## config.mk

```make
export PLATFORM = sky130hd
export DESIGN_NAME = uart_tx_fifo
export DESIGN_NICKNAME = d
export VERILOG_FILES = /design/src/rtl/uart_tx_fifo.sv
export SDC_FILE = /design/constraint.sdc
export NUM_CORES = 1
export LEC_CHECK = 0
export ABC_AREA = 1
export BUFFER_PORTS_ARGS = -buffer_cell sky130_fd_sc_hd__buf_2
export CORE_MARGIN = 5
export CORE_UTILIZATION = 55
export CTS_BUF_LIST = sky130_fd_sc_hd__clkbuf_16
export DETAILED_ROUTE_END_ITERATION = 10
export PLACE_DENSITY = 0.75
export SLEW_MARGIN = 20
export SYNTH_ARGS = -nofsm -noshare
export SYNTH_HDL_FRONTEND = slang
export SYNTH_SLANG_ARGS = --single-unit
```

## constraint.sdc

```tcl
create_clock -name clk -period 2.9 [get_ports clk]
set_clock_uncertainty 0.2 [all_clocks]
set_input_delay 0.29 -clock clk [delete_from_list [all_inputs] [get_ports clk]]
set_output_delay 0.29 -clock clk [all_outputs]
set_load 0.02 [all_outputs]
```

## src/rtl/uart_tx_fifo.sv

```systemverilog
// Buffered 8N1 UART transmitter: byte FIFO drained by a baud-rate serializer.
// Define UART_TX_PARITY_EN to add an even-parity bit between data and stop bits.
`timescale 1ns/1ps

module uart_tx_fifo #(
  parameter int unsigned CLKS_PER_BIT = 68,
  parameter int unsigned FIFO_DEPTH   = 16,
  parameter int unsigned CNT_W        = $clog2(FIFO_DEPTH + 1)
) (
  input  logic             clk,
  input  logic             rst,
  input  logic             wr_en,
  input  logic [7:0]       wr_data,
  output logic             full,
  output logic             empty,
  output logic [CNT_W-1:0] level,
  output logic             busy,
  output logic             overflow,
  input  logic             clr_ovf,
  output logic             tx
);

  localparam int unsigned AW     = $clog2(FIFO_DEPTH);
  localparam int unsigned BAUD_W = (CLKS_PER_BIT > 1) ? $clog2(CLKS_PER_BIT) : 1;
  localparam logic [AW:0]       PTR_ONE  = (AW + 1)'(1);
  localparam logic [BAUD_W-1:0] BAUD_ONE = BAUD_W'(1);
  localparam logic [BAUD_W-1:0] BAUD_MAX = BAUD_W'(CLKS_PER_BIT - 1);

`ifdef UART_TX_PARITY_EN
  typedef enum logic [2:0] {IDLE, START, DATA, PARITY, STOP} state_t;
`else
  typedef enum logic [2:0] {IDLE, START, DATA, STOP} state_t;
`endif

  state_t            state;
  logic [7:0]        mem [FIFO_DEPTH];
  logic [AW:0]       wptr;
  logic [AW:0]       rptr;
  logic [BAUD_W-1:0] baud;
  logic [2:0]        bit_idx;
  logic [7:0]        shift;
  logic              baud_last;
  logic              push;
`ifdef UART_TX_PARITY_EN
  logic              par;
`endif

  // Flags come only from the registered pointers, never from wr_en.
  assign empty     = (wptr == rptr);
  assign full      = (wptr[AW] != rptr[AW]) && (wptr[AW-1:0] == rptr[AW-1:0]);
  assign level     = CNT_W'(wptr - rptr);
  assign push      = wr_en && !full;
  assign baud_last = (baud == BAUD_MAX);

  always_ff @(posedge clk) begin
    if (push) begin
      mem[wptr[AW-1:0]] <= wr_data;
    end
  end

  // Write side; a dropped push wins over a same-cycle clear.
  always_ff @(posedge clk or posedge rst) begin
    if (rst) begin
      wptr     <= '0;
      overflow <= 1'b0;
    end else begin
      if (push) begin
        wptr <= wptr + PTR_ONE;
      end
      if (wr_en && full) begin
        overflow <= 1'b1;
      end else if (clr_ovf) begin
        overflow <= 1'b0;
      end
    end
  end

  // Serializer; it is the only consumer of the FIFO.
  always_ff @(posedge clk or posedge rst) begin
    if (rst) begin
      state   <= IDLE;
      rptr    <= '0;
      baud    <= '0;
      bit_idx <= '0;
      shift   <= '0;
      tx      <= 1'b1;
      busy    <= 1'b0;
`ifdef UART_TX_PARITY_EN
      par     <= 1'b0;
`endif
    end else begin
      case (state)
        IDLE: begin
          tx <= 1'b1;
          if (!empty) begin
            shift <= mem[rptr[AW-1:0]];
`ifdef UART_TX_PARITY_EN
            par   <= ^mem[rptr[AW-1:0]];
`endif
            rptr  <= rptr + PTR_ONE;
            baud  <= '0;
            tx    <= 1'b0;
            busy  <= 1'b1;
            state <= START;
          end
        end
        START: begin
          if (baud_last) begin
            baud    <= '0;
            bit_idx <= '0;
            tx      <= shift[0];
            state   <= DATA;
          end else begin
            baud <= baud + BAUD_ONE;
          end
        end
        DATA: begin
          if (baud_last) begin
            baud <= '0;
            if (bit_idx == 3'd7) begin
`ifdef UART_TX_PARITY_EN
              tx    <= par;
              state <= PARITY;
`else
              tx    <= 1'b1;
              state <= STOP;
`endif
            end else begin
              bit_idx <= bit_idx + 3'd1;
              shift   <= shift >> 1;
              tx      <= shift[1];
            end
          end else begin
            baud <= baud + BAUD_ONE;
          end
        end
`ifdef UART_TX_PARITY_EN
        PARITY: begin
          if (baud_last) begin
            baud  <= '0;
            tx    <= 1'b1;
            state <= STOP;
          end else begin
            baud <= baud + BAUD_ONE;
          end
        end
`endif
        STOP: begin
          if (baud_last) begin
            baud  <= '0;
            busy  <= 1'b0;
            state <= IDLE;
          end else begin
            baud <= baud + BAUD_ONE;
          end
        end
        default: begin
          tx    <= 1'b1;
          busy  <= 1'b0;
          state <= IDLE;
        end
      endcase
    end
  end

endmodule

```

==> results of run 1 <==
final timing paths:
check / from / end / slack, ps / cells past startpoint
setup / recovery: rptr[1]$_DFFE_PP0P_ / level[4] / 360 / 7
hold / removal: wr_en / wptr[0]$_DFFE_PP0P_ / 60 / 3
setup reg to reg: wptr[2]$_DFFE_PP0P_ / mem[5][0]$_DFFE_PP_ / 410 / 9
hold reg to reg: tx$_DFFE_PP1P_ / tx$_DFFE_PP1P_ / 270 / 2
max in group asynchronous: rst / tx$_DFFE_PP1P_ / 1850 / 4
min in group asynchronous: rst / wptr[3]$_DFFE_PP0P_ / 310 / 4
worst reg2reg max path, stage by stage (launching register included):
cell,delay (ps)
dfrtp_1,460
ha_1,390
nand2_1,80
nor2_1,220
nand2_1,110
nand2_1,170
inv_1,120
nand2_1,250
nor2_1,80
buf_4,180
power by group through the flow:
| stage | combinational, mW | clock [mW] | sequential (mW) |
|---|---|---|---|
| after floorplan | 0.551 | 0 | 2.84 |
| after global placement | 0.861 | 0 | 2.86 |
| after detailed placement | 0.863 | 0 | 2.87 |
| after CTS | 0.874 | 2.22 | 2.82 |
| after global routing | 0.959 | 2.34 | 2.84 |
| final | 0.868 | 2.19 | 2.82 |
kinds of logic (layout without fill, tap and decap cells):
family                   count (synthesis)  after routing  synth area share
AO/OA/AOI/OAI                           32             32            0.0248
XOR/XNOR                                13             13            0.0163
AND/OR/NAND/NOR                        396            396             0.225
flip-flops                             161            161             0.626
buffers and inverters                  141            197            0.0745
adder cells (fa/ha/maj)                 19             19            0.0329
layer usage:
layer,wire length [µm],global-route usage
met3,789,0.0420
met5,0,0
met1,6800,0.276
met4,290,0.0662
met2,8200,0.371
placed cells by master, fill, tap and decap left out, types with 13 or more instances in the layout:
cell,Yosys,routed
nand3_1,97,97
o21ai_0,13,13
nand2_1,238,238
buf_4,1,24
ha_1,18,18
nor2_1,42,42
buf_2,12,21
clkbuf_16,0,17
dfrtp_1,32,31
edfxtp_1,128,128
inv_1,110,111
final cells by class:
| type | instances | area [µm²] | share of cell area |
|---|---|---|---|
| clock buffers | 17 | 425 | 0.0503 |
| flip-flops and latches | 161 | 4670 | 0.552 |
| multi-input cells | 460 | 2230 | 0.264 |
| well taps | 176 | 220 | 0.0260 |
| clock inverters | 15 | 156 | 0.0185 |
| inverters | 117 | 439 | 0.0519 |
| repair buffers | 48 | 315 | 0.0373 |
state kept, by name (all words and copies together) (netlist names):
register and cells:
baud 7, shift 8, rptr 5, tx 1
state 2, bit_idx 3, busy 1, overflow 1
wptr 5, mem 128
synthesized netlist by cell type (all sizes together) (2+ instances only):
| cell type | number | share of area |
|---|---|---|
| clkinv | 2 | 0.0010 |
| nand4 | 7 | 0.0059 |
| a21oi | 12 | 0.0081 |
| ha | 18 | 0.030 |
| a32o | 2 | 0.0027 |
| nor2 | 45 | 0.024 |
| clkbuf | 10 | 0.0050 |
| nand2 | 240 | 0.12 |
| edfxtp | 128 | 0.52 |
| inv | 115 | 0.058 |
| buf | 14 | 0.011 |
| or2 | 2 | 0.0017 |
| o21ai | 15 | 0.011 |
| xnor2 | 2 | 0.0034 |
| dfrtp | 32 | 0.11 |
| xor2 | 11 | 0.013 |
| nand3 | 100 | 0.070 |
what timing repair did:
action,in CTS,in global routing
hold buffers,3,0
hold endpoints to repair,33,0
setup buffers,0,0
==> metrics.txt, run 1 <==
vias around 5200; drt pass-1 iters 5; Root Driver clkbuf_16; Yosys cell types 34; Mapped Area around 7500 µm²; slowest CP cell fa_1; Synth Instances between 700 and 800; Relative slew margins 0.549; kind of start point of the critical path register; DIE WIDTH between 100 and 150 µm; Logic pwr share 0.148; kind of critical path reg -> out; fin nets approximately 840; Tot GR Track Use 0.215; Overflow after GRT 0; Final Instance Area ~8500 µm²; outcome complete, no violations; Slew Limit Fails 0; cell family with most CP delay buffers and inverters; Ys Warns 0; non-filler cells, final between 900 and 1000; sw power between 1.5 and 2 mW; max cap viols 0; layout cells sized above 1 0.116; pre-CTS setup slack between 400 and 500 ps; setup tns final 0 ps; fmax about 390 MHz; H-tree Lvls 4; initial antenna violation count 0; RePlAce Congestion roughly 0.9; CTS max path bufs 2; Buf/Inv on CP 3; crit path time final ~2500 ps; diodes inserted 0; Pwr per Cell Area approximately 700 nW/µm²; Final Core Density 0.636; Chip Height 126 µm; routed vias/inst 5.24; Yosys reg bits 161; DIE AREA 16000 µm²; sw frac 0.272; Final ANT Viol Nets 0; placed cell area a little under 8000 µm²; post-DP HPWL ~11000 µm; area of the core ~13000 µm²; Async SR Flop Fraction 0.205; row count 42; post-CTS sizing 0; WL final between 15000 and 20000 µm; worst skew pair latency around 420 ps; CP max stage delay 470 ps; most common flop cell mapped by yosys edfxtp_1; I/O Buffers 21; period utilization 0.877; Hold/Removal Path Class in -> reg; sequential power share 0.480; TritonCTS clock tree done; global-route wire length before repair around 26000 µm; final setup violating endpoints 0; Cells after DPL 959; Clock Power Share 0.373; Syn Nets between 700 and 800; Worst Hold Slack 61.0 ps; RSZ-0062 raised after global routing no; CTS sink count between 150 and 200; sequential area share after synthesis 0.626; worst setup margin roughly 360 ps; clock transition at the registers of the reported paths roughly 60 ps; Total Power approximately 6 mW; CP arrival 2050 ps; CP required around 2400 ps; Worst Setup End Kind output port; largest net degree at the start of global routing 69; number of global-route vias before repair 5193; CP Max Fanout 34; Synth Area per Inst just under 10 µm²; CTS buffer count 17; CP cell instances clkinv_1 > buf_4 > fa_1 > nand3_1 > nand2_1 > xor2_1 > buf_2; 1st-iter DRT viols 381; area delta synth->final 13.4%; Worst VDD drop roughly 0.75 mV; Post-synth EDFFs 128; Int Pwr roughly 4.3 mW; Starting Density 0.561; Hold Violations, Final 0; IO Pins 22; LEAKAGE about 3.8 nW; actual slew at the worst max-slew pin 677 ps; drt wl/cell between 15 and 20 µm; DR DRC count 0; Layout fillers ~1000
Note: power is estimated with default switching activity, not from simulation.
==> inputs of run 2 (changes only) <==
CORE_ASPECT_RATIO = 1.5   (was default)
HOLD_SLACK_MARGIN = 0.12   (was default)
==> metrics.txt, run 2 (synthesis results as in run 1) <==
Slew Limit Fails 0; met3 usage 0.0424; setup bufs post-CTS 0; number of flip-flops in the largest register between 100 and 150; fin nets 835; largest net degree at the start of global routing a little under 70; kind of critical path reg -> reg; CP Max Fanout 8; WL final roughly 17000 µm; Overflow after GRT 0; CP max stage delay 530 ps; row count 52; Hold Crit Start wr_data[1]; outcome complete, no violations; vias approximately 5200; GR Util met1 0.244; Hold Path Cell Cnt 1; Layout fillers approximately 1000; FF-to-FF End mem[12][3]$_DFFE_PP_; DIE WIDTH 105 µm; RePlAce Congestion approximately 0.95; CTS max path bufs 2; Cells after DPL approximately 940; IO Pins 22; Pwr per Cell Area around 690 nW/µm²; placed cell area ~7800 µm²; area of the core ~13000 µm²; DIE AREA 16000 µm²; reg2reg start wptr[2]$_DFFE_PP0P_; CTS buffer count 17; non-filler cells, final ~1000; fmax 365 MHz; slowest CP cell nor2_1; Starting Density 0.556; number of global-route vias before repair approximately 5200; commonest non-fill, non-tap cell in the layout nand2_1; global-route wire length before repair between 20000 and 30000 µm; I/O Buffers 21; sw power about 1.6 mW; routed vias/inst roughly 5.4; r2r setup slk ~160 ps; Clock Power Share 0.363; Hold Violations, Final 0; actual slew at the worst max-slew pin 661 ps; Final Instance Area ~8400 µm²; 1st-iter DRT viols around 390; final setup violating endpoints 0; FF-to-FF path depth 8; DR DRC count 0; TritonCTS clock tree done; Worst Setup End Kind register; busiest grt layer met2; Worst Hold Slack approximately 110 ps; max cap viols 0; LEAKAGE 3.80 nW; worst hold endpoint mem[4][1]$_DFFE_PP_; CP required 2760 ps; drt wl/cell between 15 and 20 µm; Final ANT Viol Nets 0; sequential power share 0.481; Critical path origin wptr[2]$_DFFE_PP0P_; clock transition at the registers of the reported paths about 70 ps; Buf/Inv on CP 1; diodes inserted 0; crit path time final 2740 ps; CP cell instances ha_1 > nand2_1 > nor2_1 > nand2_1 > nand2_1 > inv_1 > nand2_1 > nor2_1; Tot GR Track Use 0.218; commonest cells after routing, fill and taps aside 238 x nand2_1, 128 x edfxtp_1, 112 x inv_1; area delta synth->final 13.0%; met2 GRT Util 0.385; CP arrival between 2000 and 3000 ps; Total Power 5.83 mW; Final Core Density 0.629; Worst VDD drop about 0.37 mV; Hold/Removal Path Class in -> reg; drt pass-1 iters 5; worst skew pair latency between 400 and 500 ps; cell mode on critical path nand2_1; Logic pwr share 0.156; RSZ-0062 raised after global routing yes; period utilization 0.946; Int Pwr approximately 4.2 mW; cell family with most CP delay simple AND/OR/NAND/NOR gates; Chip Height around 150 µm; sw frac 0.281; CTS sink count approximately 160; Relative slew margins 0.559; initial antenna violation count 0; post-DP HPWL 11400 µm; H-tree Lvls 4; Root Driver clkbuf_16; layout cells sized above 1 0.108; kind of start point of the critical path register
-- run 2: cell count changes in the layout (fill, tap and decap cells not counted), sizes merged --
cell,delta
buf,-6
bufinv,-1
clkinv,-3
clkinvlp,+2
dlygate4sd3,+5
inv,+2
-- run 2: how the worst max path moves through the flow --
stage	endpoint	slack [ps]	depth (start not counted)
5_1_grt	mem[8][4]$_DFFE_PP_	-50	9
2_1_floorplan	mem[3][0]$_DFFE_PP_	340	11
3_5_place_dp	mem[6][5]$_DFFE_PP_	250	8
4_1_cts	level[4]	210	8
3_3_place_gp	mem[12][4]$_DFFE_PP_	370	8
6_report	mem[12][3]$_DFFE_PP_	160	8
-- run 2: power groups by stage --
stage | Combinational (mW) | Clock [mW] | Sequential, mW
global placement | 0.870 | 0 | 2.85
finish | 0.909 | 2.12 | 2.81
detailed placement | 0.887 | 0 | 2.86
global route | 1.00 | 2.24 | 2.82
CTS | 0.906 | 2.14 | 2.81
floorplan | 0.551 | 0 | 2.84
-- run 2: cell type report --
class,instances,area [µm²],area share
clock buffers,17,425,0.0505
repair buffers,47,320,0.0380
flip-flops and latches,161,4670,0.555
clock inverters,15,134,0.0159
well taps,162,203,0.0241
inverters,117,439,0.0521
multi-input cells,460,2230,0.265
-- run 2: per-stage QoR --
stage	setup slack, ps	TNS, ps
6_report	157	0
5_1_grt	-49.2	-740
4_1_cts	206	0
3_5_place_dp	251	0
3_3_place_gp	372	0
2_1_floorplan	339	0
-- run 2: layer usage --
metal / vias to the layer above / wire [µm]
li1: 2552 / -
met1: 2460 / 6180
met2: 185 / 8890
met3: 49 / 915
met4: 0 / 805
met5: - / 0
-- run 2: what timing repair did --
action	CTS	global route
hold endpoints to repair	49	1
resized for setup	0	0
hold buffers	7	1
endpoints found under the setup margin	0	24
==> inputs of run 3 (changes only) <==
RECOVER_POWER = 25   (was default)
clock period = 2.95 ns   (was 2.9 ns; I/O delays follow)
==> metrics.txt, run 3 (synthesis results as in run 1) <==
outcome complete, no violations; CP required approximately 2500 ps; row count between 50 and 60; actual slew at the worst max-slew pin around 1000 ps; hold_buf cts 8; Root Driver clkbuf_16; crit path time final between 2000 and 3000 ps; Slew Limit Fails 0; CTS max path bufs 2; max cap viols 0; cell family with most CP delay adder cells; Final Core Density 0.629; Buf/Inv on CP 3; DR DRC count 0; Final Instance Area between 8000 and 9000 µm²; setup bufs post-CTS 0; fin nets 840; commonest cells after routing, fill and taps aside 238 x nand2_1, 128 x edfxtp_1, 113 x inv_1; Total Power roughly 5.6 mW; Chip Height 153 µm; Hold/Removal Path Class reg -> reg; RSZ-0062 raised after global routing no; initial antenna violation count 0; routed vias/inst 5.37; FF-to-FF End mem[3][7]$_DFFE_PP_; r2r setup slk 330 ps; CP arrival ~2100 ps; kind of critical path reg -> out; Tot GR Track Use 0.219; slowest CP cell dfrtp_1; drt wl/cell 17.2 µm; area of the multi-input gates ~2200 µm²; CTS sink count 161; H-tree Lvls 4; Layout fillers around 1100; global-route wire length before repair approximately 27000 µm; DIE AREA around 16000 µm²; stages on the worst setup path 8; Starting Density 0.556; cell mode on critical path inv_1; number of flip-flops in the largest register around 130; CTS buffer count 17; Final ANT Viol Nets 0; largest net degree at the start of global routing slightly below 70; Sequential cell area 4670 µm²; Relative slew margins 0.335; number of global-route vias before repair 5336; IO Pins 22; DIE WIDTH approximately 110 µm; vias ~5300; kind of start point of the critical path register; WL final 16900 µm; Critical path origin wptr[0]$_DFFE_PP0P_; Overflow after GRT 0; Worst Setup End Kind output port; drt pass-1 iters 6; area of the core roughly 13000 µm²; final setup violating endpoints 0; LEAKAGE 3.79 nW; clock transition at the registers of the reported paths about 60 ps; worst skew pair latency 420 ps; setup tns final 0 ps; CP cell instances inv_1 > ha_1 > inv_1 > fa_1 > nand3_1 > nand2_1 > xor2_1 > buf_2; Worst VDD drop approximately 0.43 mV; fmax about 380 MHz; CP Max Fanout 4; layout cells sized above 1 0.102; TritonCTS clock tree done; post-DP HPWL around 11000 µm; commonest non-fill, non-tap cell in the layout nand2_1; critical path endpoint level[4]; Pwr per Cell Area approximately 660 nW/µm²; period utilization 0.891; 1st-iter DRT viols between 400 and 500; Hold Violations, Final 0; FF-to-FF path depth 8; post-CTS sizing 0; reg2reg start wptr[2]$_DFFE_PP0P_; I/O Buffers 21; placed cell area slightly below 8000 µm²; CP max stage delay approximately 420 ps; area delta synth->final 13.1%; diodes inserted 0; RePlAce Congestion just over 0.9
-- run 3: changes by cell type in the layout (fill, tap and decap cells not counted) --
cell and change:
inv_1 +1, buf_4 +3, bufinv_16 -1, clkinv_4 +3, dlygate4sd3_1 +1, buf_2 -6
clkbuf_1 +6, inv_8 -2, buf_12 +1, clkinv_1 +1, inv_6 -2
-- run 3: final cells by class --
cell class,count,area share
Clock buffer,17,0.0504
Tap cell,162,0.0240
Inverter,117,0.0521
Sequential cell,161,0.554
Multi-Input combinational cell,460,0.265
Timing Repair Buffer,52,0.0433
Clock inverter,15,0.0116
-- run 3: how the worst min path moves through the flow --
stage | start | to | slack, ps | cells after the start
after floorplan | wr_data[0] | mem[0][0]$_DFFE_PP_ | 190 | 0
after global placement | rst | baud[6]$_DFFE_PP0P_ | 230 | 2
after CTS | wr_data[3] | mem[4][3]$_DFFE_PP_ | 120 | 1
after global routing | tx$_DFFE_PP1P_ | tx$_DFFE_PP1P_ | 290 | 2
after detailed placement | rst | baud[2]$_DFFE_PP0P_ | 250 | 2
final | tx$_DFFE_PP1P_ | tx$_DFFE_PP1P_ | 270 | 2
-- run 3: worst reg2reg max path: stages, from the launching register on --
cell and delay [ps]:
dfrtp_1 450, ha_1 390, nand2_1 100, nor2_1 60, nand2_1 100, nand2_1 140, nor2_1 210, inv_1 120
nor2_1 490
-- run 3: where the power goes --
group / switching [mW] / internal [mW]
combinational: 0.598 / 0.281
clock: 0.879 / 1.06
sequential: 0.0934 / 2.68
-- run 3: stage by stage --
stage          setup slack (ps)  std cells  hold slack, ps
5_1_grt                     163        984             286
2_1_floorplan               389        762             194
4_1_cts                     305        983             121
3_3_place_gp                484        943             233
3_5_place_dp                394        943             247
6_report                    323        984             271
-- run 3: per-layer routing --
| metal | wire (µm) | track usage | part of all wire | vias up |
|---|---|---|---|---|
| met5 | 0 | 0 | 0 | - |
| met4 | 799 | 0.122 | 0.047 | 0 |
| met3 | 642 | 0.0386 | 0.038 | 55 |
| met2 | 8970 | 0.383 | 0.53 | 159 |
| met1 | 6510 | 0.252 | 0.38 | 2513 |
| li1 | - | - | - | 2557 |
